==> src/rtl/rle_decoder.sv <==
// rtl/rle_decoder.sv - JPEG coefficient run-length decoder
// Expands (run, level) pairs and EOB markers into fixed-length coefficient blocks.
module rle_decoder #(
  parameter int DATA_W  = 8,
  parameter int RUN_W   = 4,
  parameter int BLK_LEN = 64,
  parameter int IDX_W   = 6
) (
  input  logic              clk,
  input  logic              reset,
  input  logic              in_valid,
  output logic              in_ready,
  input  logic [RUN_W-1:0]  in_run,
  input  logic [DATA_W-1:0] in_level,
  input  logic              in_eob,
  output logic              out_valid,
  input  logic              out_ready,
  output logic [DATA_W-1:0] out_data,
  output logic [IDX_W-1:0]  out_idx,
  output logic              out_last,
  output logic              err
);
  localparam int CW = ((RUN_W > IDX_W) ? RUN_W : IDX_W) + 1;
  localparam logic [IDX_W-1:0] LAST_POS = IDX_W'(BLK_LEN - 1);

  typedef enum logic [1:0] {IDLE, ZEROS, LEVEL, FILL} state_t;

  state_t            state, state_nxt;
  logic [IDX_W-1:0]  pos;
  logic [RUN_W-1:0]  remaining;
  logic [DATA_W-1:0] level_q;
  logic              in_xfer, out_xfer, overrun;
  logic [CW-1:0]     room;

  assign in_ready  = (state == IDLE) & reset;
  assign in_xfer   = in_valid & in_ready;
  assign out_valid = (state != IDLE);
  assign out_xfer  = out_valid & out_ready;
  assign out_data  = (state == LEVEL) ? level_q : '0;
  assign out_idx   = pos;
  assign out_last  = (pos == LAST_POS);

  // A run must leave room for its level inside the current block.
  assign room    = CW'(BLK_LEN - 1) - CW'(pos);
  assign overrun = (CW'(in_run) > room);

  always_ff @(posedge clk or negedge reset) begin
    if (!reset) state <= IDLE;
    else        state <= state_nxt;
  end

  always_comb begin
    state_nxt = state;
    case (state)
      IDLE: begin
        if (in_xfer) begin
          if (in_eob || overrun)   state_nxt = FILL;
          else if (in_run != '0)   state_nxt = ZEROS;
          else                     state_nxt = LEVEL;
        end
      end
      ZEROS: if (out_xfer && remaining == RUN_W'(1)) state_nxt = LEVEL;
      LEVEL: if (out_xfer) state_nxt = IDLE;
      FILL:  if (out_xfer && out_last) state_nxt = IDLE;
      default: state_nxt = IDLE;
    endcase
  end

  always_ff @(posedge clk or negedge reset) begin
    if (!reset) begin
      pos       <= '0;
      remaining <= '0;
      level_q   <= '0;
      err       <= 1'b0;
    end else begin
      if (out_xfer) pos <= out_last ? '0 : pos + 1'b1;
      if (in_xfer) begin
        remaining <= in_run;
        level_q   <= in_level;
      end else if (state == ZEROS && out_xfer) begin
        remaining <= remaining - 1'b1;
      end
      if (in_xfer && !in_eob && overrun) err <= 1'b1;
    end
  end
endmodule

==> config.mk <==
export PLATFORM = sky130hd
export DESIGN_NAME = rle_decoder
export DESIGN_NICKNAME = d
export VERILOG_FILES = /design/src/rtl/rle_decoder.sv
export SDC_FILE = /design/constraint.sdc
export NUM_CORES = 1
export LEC_CHECK = 0
export BUFFER_PORTS_ARGS = -buffer_cell sky130_fd_sc_hd__buf_2
export CAP_MARGIN = 0
export CORE_AREA = 2 2 68 70
export CTS_CLUSTER_SIZE = 25
export DETAILED_ROUTE_END_ITERATION = 6
export DIE_AREA = 0 0 70 72
export GPL_TIMING_DRIVEN = 1
export PLACE_DENSITY_LB_ADDON = 0.05
export SETUP_SLACK_MARGIN = 0.2
export SLEW_MARGIN = 20
export SYNTH_ARGS = -nofsm -noshare
export SYNTH_HDL_FRONTEND = slang
export SYNTH_SLANG_ARGS = --single-unit
==> constraint.sdc <==
create_clock -name clk -period 2.2 [get_ports clk]
set_input_delay 0.22 -clock clk [delete_from_list [all_inputs] [get_ports clk]]
set_output_delay 0.22 -clock clk [all_outputs]
set_load 0.02 [all_outputs]
# Yosys cells after proc, flatten, opt, wreduce, memory -nomap -nowiden
# Cells that the tools add are included.
# W data, S select, Z words.
# totals
regBits,21
in_bits,17
# op_classes
n_addsub,3
n_lt_le_gt_ge,1
n_eq_ne,9
n_mux,11
bitwise_logic,3
n_reduce_logical,12
# ops
op,count
$mux W2,6
$mux W4,2
$mux W8,1
$ne A2 B2 Y1 const B,4
$pmux W2 S4,1
$gt A4 B7 Y1,1
$sub A6 B6 Y7 const A,1
$add A6 B1 Y6 const B,1
$eq A6 B6 Y1 const B,1
$mux W6,1
$logic_and A1 B1 Y1,5
$eq A2 B2 Y1 const B,2
$eq A4 B1 Y1 const B,1
$reduce_and A4 Y1,1
$reduce_bool A2 Y1,2
$reduce_bool A4 Y1,1
$sub A4 B1 Y4 const B,1
$and A1 B1 Y1,3
$eq A2 B1 Y1 const B,1
$logic_not A2 Y1,1
$logic_not A1 Y1,1
$logic_or A1 B1 Y1,1

# Longest topological paths before layout
# depth
word_depth,6
ltp_mapped,7
ltp_nobuf,6

# Least setup slack after synthesis
# Ideal clock, no wire load.
# synth_timing
path_type,register to register
from,register state[0]
to,register level_q[6]
setup_ns,0.125
arrival_time_ns,1.549
t_required_ns,2.075
slack_ns,0.526
stages_incl_launch_ff,7
n_path_buf,3
path_cell_list,dfrtp_1 buf_6 nor3b_4 and2_4 buf_12 buf_12 mux2_2
# synth_between
elab_chain_cells,3
# synth_lines
element,line,text
from (decl),28,"state_t state, state_nxt;"
from (signal assigned),49,else state <= state_nxt;
$logic_not A2 Y1,35,assign in_ready = (state == IDLE) & reset;
$and A1 B1 Y1,35,
via in_ready,12,"output logic in_ready,"
$and A1 B1 Y1,36,assign in_xfer = in_valid & in_ready;
to (signal assigned),79,level_q <= in_level;
to (decl),31,logic [DATA_W-1:0] level_q;
# The timed path passes the listed nets, and every way through them passes these cells.
# A chain may end at the register's enable or synchronous reset.

# Worst setup path after layout
# layout_timing
from,register state[0]
to,output port out_data[0]
# layout_between
elab_chain_cells,2
# layout_lines
element,line,text
$eq A2 B2 Y1,39,assign out_data = (state == LEVEL) ? level_q : '0;
$mux W8,39,
to (decl),18,"output logic [DATA_W-1:0] out_data,"
# Every way passes these cells.

==> impl_metrics.toml <==
[outcome]
status = "completed"

[routing]
wl_per_cell_um = 13.9
vias = 958
drt-total-wl_mm = 2.81
first_iter_violations = 23
firstDrtPassIters = 4
postRouteAntennaNets = 0
vias_per_cell = 4.74
drc = 0

[worst_setup_path]
slowest_delay_ns = 0.54
startpoint = "state[0]"
crit_buf_inv = 1
cp_data_required_time_ns = 1.98
crit_type = "register to output port"
cp.arrival_ns = 1.43
crit_slowest_cell = "dfrtp_1"
worstPathMaxFanout = 9
start_kind = "register"
r2r-start = "out_idx[2]"
cp-end-kind = "output port"
cpLargestDelayFamily = "flip-flops"
worst-r2r-setup-slack_ns = 0.63
path_cells = "and2b_2 -> and2_1 -> buf_2"

[floorplanning]
ios = 35
fp.coreArea_mm2 = 0.00426
fp-row-count = 24
fp.dieH_um = 72
fp.dieArea_mm2 = 0.00504
initial_core_util = 0.293
chipWidth_um = 70

[placed_design]
pre_cts_slack_ns = 0.628
gp_congestion = 0.716
detailed_place_hpwl_mm = 2.14
port_buffers = 34

[synthesis]
synth.area.top_cells = "dfrtp_1 (42%), mux2_2 (8.1%), ha_1 (7.0%), and2_1 (4.0%), buf_12 (3.2%)"
yosysUniqueCellTypes = 38
syn_inst = 114
ys_seq_area_frac = 0.420
netlist_area_mm2 = 0.00125
synthArstFlopShare = 1.00
syn_area_per_cell_um2 = 11.0
synth-seq-cells = 21
yosys.area.top_type_share = 0.420
yosysWarnings = 0
yosys.area.top_type = "dfrtp_1"
synth_edf_count = 0
syn_nets = 138
synth_ff_type = "dfrtp_1"

[final_layout]
fin_nets = 175
area_growth_pct = 18.9
drive_gt1_frac = 0.373
diodes = 0

[global_routing]
grt_remaining_overflow = 0
grt_pass1_vias = 973
grt_usage = 0.116
grt_pass1_wl_mm = 4.66
grt_max_degree = 22
antenna_found_initial = 0

[pwr]
vdd_drop_max_v = 0.000521
leakage_nw = 0.704
powerDensity_mw_per_mm2 = 1190

[sta]
timing.hold.ws_ns = 0.162
skew_ns = 0.00939
maxSlewHeadroom = 0.751
hold_viol = 0
fin_crit_ns = 1.65
fmax_mhz = 606
fin_setup_tns_ns = 0
drv_slew = 0
rsz0062_at_grt = "no"
finalSetupViolCount = 0
period_share = 0.750
tightestPinTransition_ns = 0.373
setup_slack_ns = 0.550

[hold_path]
min-delay-start = "in_eob"
hold_class = "primary input to register"

[clocking]
htree_levels = 1
numCtsBuffers = 3
post_cts_resized = 0
clock-root-buffer = "clkbuf_8"
cts_tree = "done"
clkSlewWorstSetupHoldPaths_ns = 0.09
worstSkewPairLatency_ns = 0.27
post_cts_buffers = 0
cts_sinks = 21
ctsLongestPathBuffers = 2

[job]
cap_violations = 0
where the power goes:
group	leakage [nW]	internal [W]	total [W]	switching, W
logic	0.427	0.000364	0.000753	0.000388
registers	0.251	0.000564	0.000761	0.000197
clock network	0.0255	0.000126	0.000264	0.000137
registers in the layout (all words and copies together) (netlist names):
register	cells
err	1
remaining	4
state	2
level_q	8
out_idx	6
routing by layer:
layer / up-vias / track usage / routed length, µm
li1: 482 / - / -
met1: 457 / 0.157 / 1350
met2: 17 / 0.186 / 1310
met3: 2 / 0.0292 / 126
met4: 0 / 0.0321 / 19
met5: - / 0 / 0
logic make-up (layout without fill, tap and decap cells):
kind of cell             Yosys count  in the layout  synth area share
AO/OA/AOI/OAI                     21             21             0.128
multiplexers                      10             10            0.0890
XOR/XNOR                           4              4            0.0280
adder cells (fa/ha/maj)            7              7            0.0700
flip-flops                        21             21             0.420
buffers and inverters             11             47            0.0710
AND/OR/NAND/NOR                   40             40             0.194
layout by cell type (no fill, tap or decap), types with 2 or more instances in the layout:
master	Yosys	layout
dfrtp_1	21	21
o31ai_1	3	3
nand2_1	9	9
a221o_1	2	2
xnor2_1	3	3
nand4_1	4	4
clkbuf_8	0	3
o21ai_0	6	6
o21a_1	2	2
a21oi_1	2	2
inv_1	7	7
ha_1	7	7
and2_1	8	8
nor2_1	5	5
buf_2	0	34
mux2_2	9	9
worst register-to-register path: cells and delay by family, from the launching register on:
kind	cells	cell delay (ns)
compound gates	4	0.67
flops	1	0.46
fa+ha+maj	1	0.32
layout make-up:
type                            instances  area, µm²
Fill cell                             456       2780
Multi-Input combinational cell         82        637
Sequential cell                        21        526
Timing Repair Buffer                   36        188
Tap cell                               52       65.1
Clock buffer                            3       41.3
Inverter                                7       26.3
Clock inverter                          1       5.00
stage by stage:
| stage | area, µm² | power [W] | utilization | cells |
|---|---|---|---|---|
| finish | 1490 | 0.00178 | 0.349 | 202 |
| global route | 1490 | 0.00194 | 0.349 | 202 |
| CTS | 1490 | 0.00181 | 0.349 | 202 |
| detailed placement | 1430 | 0.00154 | 0.336 | 197 |
| global placement | 1430 | 0.00153 | 0.336 | 197 |
| floorplan | 1250 | 0.00134 | - | 114 |
Yosys cell counts, drive strengths merged, types with 2 or more instances:
library cell / n
xnor2: 3
and2: 9
mux2: 9
inv: 7
o21a: 2
o21ai: 6
a221o: 2
nor2: 6
buf: 4
ha: 7
dfrtp: 21
a21oi: 2
nand4: 4
o31ai: 3
nand2: 9
worst paths after layout:
check | endpoint | depth (start not counted)
min in group asynchronous | state[1] | 3
worst max-delay path | out_data[0] | 3
worst max register to register | state[1] | 5
max in group asynchronous | out_idx[1] | 3
worst min-delay path | err | 2
worst min register to register | err | 2
what timing repair did:
item                                    CTS  global route
hold buffers                              1             0
endpoints found under the hold margin    21             0
endpoints found under the setup margin    0             0
(Power assumes the default switching activity.)
